===== src/rtl/fifo_read_arbiter_pkg.sv =====
// Shared definitions for the FIFO read arbiter: FSM state encoding and default burst size.
package fifo_arb_pkg;

  typedef enum logic [1:0] {
    IDLE  = 2'd0,
    GRANT = 2'd1,
    BURST = 2'd2,
    TAIL  = 2'd3
  } arb_state_t;

  localparam int unsigned DEFAULT_BURST_LEN = 16;

endpackage


===== src/rtl/fifo_read_arbiter_rr_pick.sv =====
// Combinational round-robin selector: first set req bit at or after rr_ptr, searching upward with wrap.
module rr_pick #(
  parameter  int unsigned NUM_REQ = 4,
  localparam int unsigned IDX_W   = (NUM_REQ > 1) ? $clog2(NUM_REQ) : 1
) (
  input  logic [NUM_REQ-1:0] req,
  input  logic [IDX_W-1:0]   rr_ptr,
  output logic [NUM_REQ-1:0] winner,
  output logic [IDX_W-1:0]   winner_idx,
  output logic               found
);

  logic [IDX_W-1:0] idx;

  always_comb begin
    winner     = '0;
    winner_idx = '0;
    found      = 1'b0;
    idx        = '0;
    for (int unsigned i = 0; i < NUM_REQ; i++) begin
      idx = IDX_W'((32'(rr_ptr) + i) % NUM_REQ);
      if (!found && req[idx]) begin
        found       = 1'b1;
        winner[idx] = 1'b1;
        winner_idx  = idx;
      end
    end
  end

endmodule


===== src/rtl/fifo_read_arbiter.sv =====
// Round-robin owner of a tracking FIFO's read port; grants whole bursts only when the FIFO
// already holds them, and steers each returned byte to the granted requester.
module fifo_read_arbiter
  import fifo_arb_pkg::*;
#(
  parameter int unsigned NUM_REQ    = 4,
  parameter int unsigned BURST_LEN  = DEFAULT_BURST_LEN,
  parameter int unsigned ADDR_WIDTH = 11
) (
  input  logic                  clk,
  input  logic                  reset,
  input  logic [NUM_REQ-1:0]    req,
  input  logic                  flush,
  output logic [NUM_REQ-1:0]    grant,
  output logic [NUM_REQ-1:0]    data_valid,
  output logic [7:0]            data,
  output logic                  fifo_read,
  input  logic [7:0]            fifo_data,
  input  logic [ADDR_WIDTH-1:0] fifo_addr_in,
  input  logic [ADDR_WIDTH-1:0] fifo_addr_out,
  output logic [ADDR_WIDTH-1:0] level,
  output logic                  busy
);

  localparam int unsigned           IDX_W       = (NUM_REQ > 1) ? $clog2(NUM_REQ) : 1;
  localparam logic [ADDR_WIDTH-1:0] BURST_LVL   = ADDR_WIDTH'(BURST_LEN);
  localparam logic [7:0]            BURST_BEATS = 8'(BURST_LEN);
  localparam logic [IDX_W-1:0]      LAST_IDX    = IDX_W'(NUM_REQ - 1);

  arb_state_t         state;
  logic [IDX_W-1:0]   rr_ptr;
  logic [7:0]         beat_cnt;
  logic               rd_d1;

  logic [NUM_REQ-1:0] pick_oh;
  logic [IDX_W-1:0]   pick_idx;
  logic               pick_found;
  logic               full_burst;
  logic               start;

  rr_pick #(
    .NUM_REQ(NUM_REQ)
  ) u_rr_pick (
    .req        (req),
    .rr_ptr     (rr_ptr),
    .winner     (pick_oh),
    .winner_idx (pick_idx),
    .found      (pick_found)
  );

  always_comb begin
    full_burst = (level >= BURST_LVL);
    start      = pick_found && (full_burst || (flush && (level != '0)));
  end

  // Modulo subtraction handles the address wrap without special casing.
  always_ff @(posedge clk or negedge reset) begin
    if (!reset) begin
      level <= '0;
    end else begin
      level <= fifo_addr_in - fifo_addr_out;
    end
  end

  // Winner and beat count are latched on the IDLE->GRANT edge so grant is already a
  // registered output during the GRANT cycle; grant stays valid through TAIL, which is
  // also the edge that launches the final data_valid strobe.
  always_ff @(posedge clk or negedge reset) begin
    if (!reset) begin
      state      <= IDLE;
      grant      <= '0;
      data_valid <= '0;
      data       <= '0;
      fifo_read  <= 1'b0;
      busy       <= 1'b0;
      rr_ptr     <= '0;
      beat_cnt   <= '0;
      rd_d1      <= 1'b0;
    end else begin
      rd_d1 <= fifo_read;
      if (rd_d1) begin
        data       <= fifo_data;
        data_valid <= grant;
      end else begin
        data_valid <= '0;
      end

      unique case (state)
        IDLE: begin
          if (start) begin
            state    <= GRANT;
            busy     <= 1'b1;
            grant    <= pick_oh;
            rr_ptr   <= (pick_idx == LAST_IDX) ? '0 : pick_idx + 1'b1;
            beat_cnt <= full_burst ? BURST_BEATS : 8'(level);
          end
        end
        GRANT: begin
          state     <= BURST;
          fifo_read <= (beat_cnt != '0);
        end
        BURST: begin
          if (beat_cnt <= 8'd1) begin
            beat_cnt  <= '0;
            fifo_read <= 1'b0;
            state     <= TAIL;
          end else begin
            beat_cnt <= beat_cnt - 8'd1;
          end
        end
        TAIL: begin
          grant <= '0;
          busy  <= 1'b0;
          state <= IDLE;
        end
        default: begin
          grant     <= '0;
          fifo_read <= 1'b0;
          busy      <= 1'b0;
          state     <= IDLE;
        end
      endcase
    end
  end

endmodule

===== config.mk =====
export PLATFORM = sky130hd
export DESIGN_NAME = fifo_read_arbiter
export DESIGN_NICKNAME = d
export VERILOG_FILES = /design/src/rtl/fifo_read_arbiter_pkg.sv /design/src/rtl/fifo_read_arbiter_rr_pick.sv /design/src/rtl/fifo_read_arbiter.sv
export SDC_FILE = /design/constraint.sdc
export NUM_CORES = 1
export LEC_CHECK = 0
export BUFFER_PORTS_ARGS = -buffer_cell sky130_fd_sc_hd__buf_2
export CORE_MARGIN = 1.5
export CORE_UTILIZATION = 30
export CTS_CLUSTER_DIAMETER = 40
export DETAILED_ROUTE_END_ITERATION = 7
export GPL_ROUTABILITY_DRIVEN = 1
export GPL_TIMING_DRIVEN = 0
export PLACE_DENSITY = 0.5
export SLEW_MARGIN = 5
export SYNTH_ARGS = -nofsm -noshare
export SYNTH_HDL_FRONTEND = slang
export SYNTH_HIERARCHICAL = 1
export SYNTH_SLANG_ARGS = --single-unit

===== constraint.sdc =====
create_clock -name clk -period 3.2 [get_ports clk]
set_input_delay 0.64 -clock clk [delete_from_list [all_inputs] [get_ports clk]]
set_output_delay 0.64 -clock clk [all_outputs]
set_load 0.01 [all_outputs]

---- Word level (Yosys, flattened, before mapping) ----
Index checks and enable logic that the tools add are counted.
storage, ports and cells
  flip-flop bits (word level) ............. 42
  bits of input ports ..................... 37
  logic and storage cells ................. 102
  output and inout bits ................... 29
cells by class
  reductions and logical operators ........ 24
  add/sub/neg operators ................... 6
  $lt $le $gt $ge ......................... 10
  equal/unequal tests ..................... 6
  bitwise gates (word level) .............. 3
  muxes and demuxes ....................... 43
operators with widths
  cell                 count
  $mux 4               6
  $mux 8               3
  $pmux 8 s2           1
  $mux 1               14
  $mux 2               7
  $lt 2x3->1 const B   4
  $or 4x4->4           3
  $ge 11x5->1 const B  1
  $reduce_bool 11->1   1
  $sub 11x11->11       1
  $reduce_and 2->1     5
  $logic_and 1x1->1    9
  $bmux 1 s2           4
  $demux 1 s2          4
  $ge 2x1->1 const B   4
  $le 8x1->1 const B   1
  $pmux 2 s4           1
  $pmux 4 s2           1
  $reduce_bool 8->1    1
  $sub 8x1->8 const B  1
  $eq 2x2->1 const B   3
  $reduce_bool 2->1    3
  $add 2x1->2 const B  2
  $add 2x2->2 const B  2
  other kinds (6)      10

---- Logic depth before layout (Yosys ltp) ----
  word-level depth ........................ 15
  depth in mapped cells ................... 13
  mapped depth without buffers ............ 10

---- Modules after synthesis ----
Netlist, hierarchy kept.
modules (own cells, without submodules)
  module             cells each  times used  area an instance (um2)
  fifo_read_arbiter  212         1           2279.7
  rr_pick            45          1           421.7

---- Least setup slack after synthesis ----
Ideal clock, no wire load.
  path kind ............................... register to register
  start point ............................. reg rr_ptr[0]
  end point ............................... reg rr_ptr[1]
  library setup time ...................... 125 ps
  period minus slack after synthesis ...... 2627 ps
  required time ........................... 3075 ps
  buffers on the path ..................... 2
  cell stages (with the launch flop) ...... 11
  setup slack ............................. 573 ps
  data arrival time ....................... 2503 ps
  cell sequence ........................... dfrtp_1 > buf_6 > inv_1 > ha_1 > mux4_2 > buf_6 > nor4b_4 > nor2_1 > a32o_1 > ha_1 > mux2_2
on the way
  cells in the longest elaborated chain, start to end .. 14
ends and longest elaborated chain
  what                                                  line                             source
  from (decl)                                           fifo_read_arbiter.sv:31          logic [IDX_W-1:0] rr_ptr;
  from (signal assigned)                                fifo_read_arbiter.sv:94          rr_ptr <= (pick_idx == LAST_IDX) ? '0 : pick_idx + 1'b1;
  branches (longest 11 deep; another with $add 2x1->2)  n/a
  $mux 2 *                                              fifo_read_arbiter_rr_pick.sv:22  if (!found && req[idx]) begin
  named net pick_idx[1]                                 fifo_read_arbiter.sv:36          logic [IDX_W-1:0] pick_idx;
  $add 2x1->2 / $eq 2x2->1 (equally long branches)      fifo_read_arbiter.sv:94
  $mux 2 *                                              fifo_read_arbiter.sv:94
Mark *: on every way through the listed nets, which the timed path passes. The select of a mux whose other input is x is not followed.
A chain may end at the register's enable or synchronous reset.

---- Worst setup path in the final report ----
  start point ............................. reg rr_ptr[1]
  end point ............................... reg rr_ptr[1]
The elaborated chain is that of the path after synthesis.

==> out/qor.csv <==
metric,value,unit
skew_pair_late_insertion_delay,0.29,ns
cts_num_sinks,42,
postCtsSetupBuffers,0,
final-max-slew-violation-count,0,
syn_area_per_cell,10.5,um^2
worstReg2RegStart,rr_ptr[1],
antenna_found_initial,0,
synth_ff_type,sky130_fd_sc_hd__dfrtp_1,
drtAntennaViolNets,0,
biggest_area_contributors_in_the_synthesized_netlist,"sky130_fd_sc_hd__dfrtp_1 39%, sky130_fd_sc_hd__ha_1 11%, sky130_fd_sc_hd__mux2_2 4.6%",
clock.fmax,352,MHz
synth-edff-count,0,
drc_errors_left,0,
ctsHtreeMaxLevel,2,
mappedNetlistNets,318,
rsz_0062_raised_after_global_routing,false,
leakage_dissipation,1.52,nW
fp.dieH,97.9,um
worstPathMaxFanout,10,
route.vias.total,2116,
via_per_inst,4.84,
wl_per_cell,12.2,um
core_area,0.00872,mm^2
antenna_cells_inserted,0,
drv_cap,0,
proportion_of_layout_cells_with_a_drive_suffix_above_1,30.4,%
post_synth_inst_count,257,
die_outline_area,0.00958,mm^2
floorplan.initialDensity,31.0,%
grt_overflow,0,
cts-resized-gates,0,
wire_length_of_the_first_global_routing_pass,8.97,mm
synth.cell_area,0.00270,mm^2
grt_util_all_layers,11.2,%
area_fraction_of_the_dominant_cell_type_after_synthesis,38.9,%
vdd_drop_max,0.258,mV
synth.lib_cells_used.distinct,56,
worst-endpoint-arrival,3.01,ns
setup_viol,0,
number_of_register_bits_inferred_by_synthesis,42,
critical_path.endpoint,rr_ptr[1],
required_time_at_the_endpoint_of_the_critical_path,3.37,ns
crit_path_end_kind,register,
post_layout_total_power,2.90,mW
run_status,"complete, no violations",
cp-start-kind,register,
drt-total-wl,5.32,mm
criticalPathCategory,reg -> reg,
cts_tree,done,
cts-hold-fix-buffers,0,
first_global_vias,2099,
fp.dieW,97.9,um
synthDominantAreaCellType,sky130_fd_sc_hd__dfrtp_1,
relSlewSlack,37.9,%
yosys_warnings,6,
worst_clock_skew,0.00788,ns
power_density_over_the_cells,893,mW/mm^2
cts_root_buf,sky130_fd_sc_hd__clkbuf_8,
drt_iter0_drc,26,
r2r-end,rr_ptr[1],
hpwl,4.08,mm
rrSetupSlack,0.36,ns
drt_pre_antenna_iters,4,
cts_buffers,5,
synth-async-reset-ratio,100,%
layout.cells.most_common,sky130_fd_sc_hd__buf_2,
synth-seq-area-share,38.9,%
post-route-util,37.2,%
final.period_utilization,88.9,%
grt_start_max_net_pins,43,
fillers,887,
fin_ws,0.356,ns
clk_path_buf_depth,2,
setup_tns,0,ns
path_clk_slew,0.08,ns
hold_crit_class,reg -> reg,
ioPinCount,66,
fin_nets,390,
worst-r2r-cell-count,9,
area_growth_syn_to_layout,20.0,%
timing_hold_violations_final,0,
core.rowCount,34,
crit_start,rr_ptr[1],
port_buffers,65,
layout_min_cycle_time,2.84,ns
final_weighted_congestion_in_routability_driven_placement,0.738,
post-place-ws,0.321,ns
worst_slew_pin_slew,0.932,ns
fin_worst_hold_slack,0.444,ns
layout.cells.most_common_list,"65 x sky130_fd_sc_hd__buf_2, 42 x sky130_fd_sc_hd__dfrtp_1, 23 x sky130_fd_sc_hd__inv_1, 23 x sky130_fd_sc_hd__ha_1",
==> layer usage <==
metal	vias up	track usage (%)	part of all wire [%]
li1	1069	-	-
met1	1003	13.5	45
met2	42	19.2	49
met3	2	3.79	6.0
met4	0	3.30	0.86
met5	-	0	0
==> metrics by stage <==
step | cell area [um^2] | cells
floorplan | 2700 | 257
global placement | 3160 | 430
detailed placement | 3160 | 430
CTS | 3240 | 437
global route | 3240 | 437
finish | 3240 | 437
==> how the worst min path moves through the flow <==
stage / start / to / slack, ns / cells after the start
finish: fifo_read / rd_d1 / 0.44 / 0
global route: fifo_read / rd_d1 / 0.47 / 0
CTS: fifo_read / rd_d1 / 0.46 / 0
detailed placement: fifo_read / rd_d1 / 0.44 / 0
global placement: fifo_read / rd_d1 / 0.42 / 0
floorplan: reset / beat_cnt[0] / 0.34 / 0
==> area by class of cell <==
type                    instances  area, um^2  share of cell area, %
clock inverters                 1        7.51                  0.232
plain buffers                   5        41.3                   1.27
repair buffers                 65         325                   10.0
inverters                      23        86.3                   2.66
well taps                     108         135                   4.17
multi-input cells             187        1520                   47.0
clock buffers                   6        72.6                   2.24
flip-flops and latches         42        1050                   32.4
==> power by group <==
part           switching, mW  total (mW)  leakage (nW)  internal [mW]
combinational          0.898        1.68         0.969          0.779
sequential             0.159       0.899         0.513          0.740
clock                  0.170       0.320        0.0373          0.150
total                   1.23        2.90          1.52           1.67
==> cell families (layout without fill, tap and decap cells) <==
family	Yosys count	count (layout)	share of synthesized area, %
AO/OA/AOI/OAI	70	70	18.8
AND/OR/NAND/NOR	63	63	12.9
multiplexers	21	21	10.4
flip-flops	42	42	38.9
buffers and inverters	28	100	4.72
adder cells (fa/ha/maj)	24	24	11.4
XOR/XNOR	9	9	2.92
==> sequential cells by signal (all words and copies together) (netlist names) <==
name,cells
beat_cnt,8
busy,1
data,8
data_valid,4
fifo_read,1
grant,4
level,11
rd_d1,1
rr_ptr,2
state,2
==> cells in the mapped netlist (5+ instances only) <==
library cell,count
sky130_fd_sc_hd__o21ai_0,16
sky130_fd_sc_hd__inv_1,23
sky130_fd_sc_hd__xnor2_1,6
sky130_fd_sc_hd__nand2_1,13
sky130_fd_sc_hd__ha_1,23
sky130_fd_sc_hd__a22oi_1,8
sky130_fd_sc_hd__a21oi_1,10
sky130_fd_sc_hd__dfrtp_1,42
sky130_fd_sc_hd__nor3_1,6
sky130_fd_sc_hd__nor2_1,16
sky130_fd_sc_hd__mux2_2,11
sky130_fd_sc_hd__o21ai_1,7
sky130_fd_sc_hd__and2_1,5
sky130_fd_sc_hd__mux2i_1,6
==> worst max-delay path, stage by stage, from the launching register on <==
cell                      delay (ns)
sky130_fd_sc_hd__dfrtp_1        0.52
sky130_fd_sc_hd__inv_1          0.15
sky130_fd_sc_hd__ha_1           0.38
sky130_fd_sc_hd__mux4_2         0.32
sky130_fd_sc_hd__buf_6          0.16
sky130_fd_sc_hd__nor4b_4        0.38
sky130_fd_sc_hd__nor2_1         0.09
sky130_fd_sc_hd__a32o_1         0.22
sky130_fd_sc_hd__ha_1           0.26
sky130_fd_sc_hd__mux2_2         0.26
(Power assumes the default switching activity.)
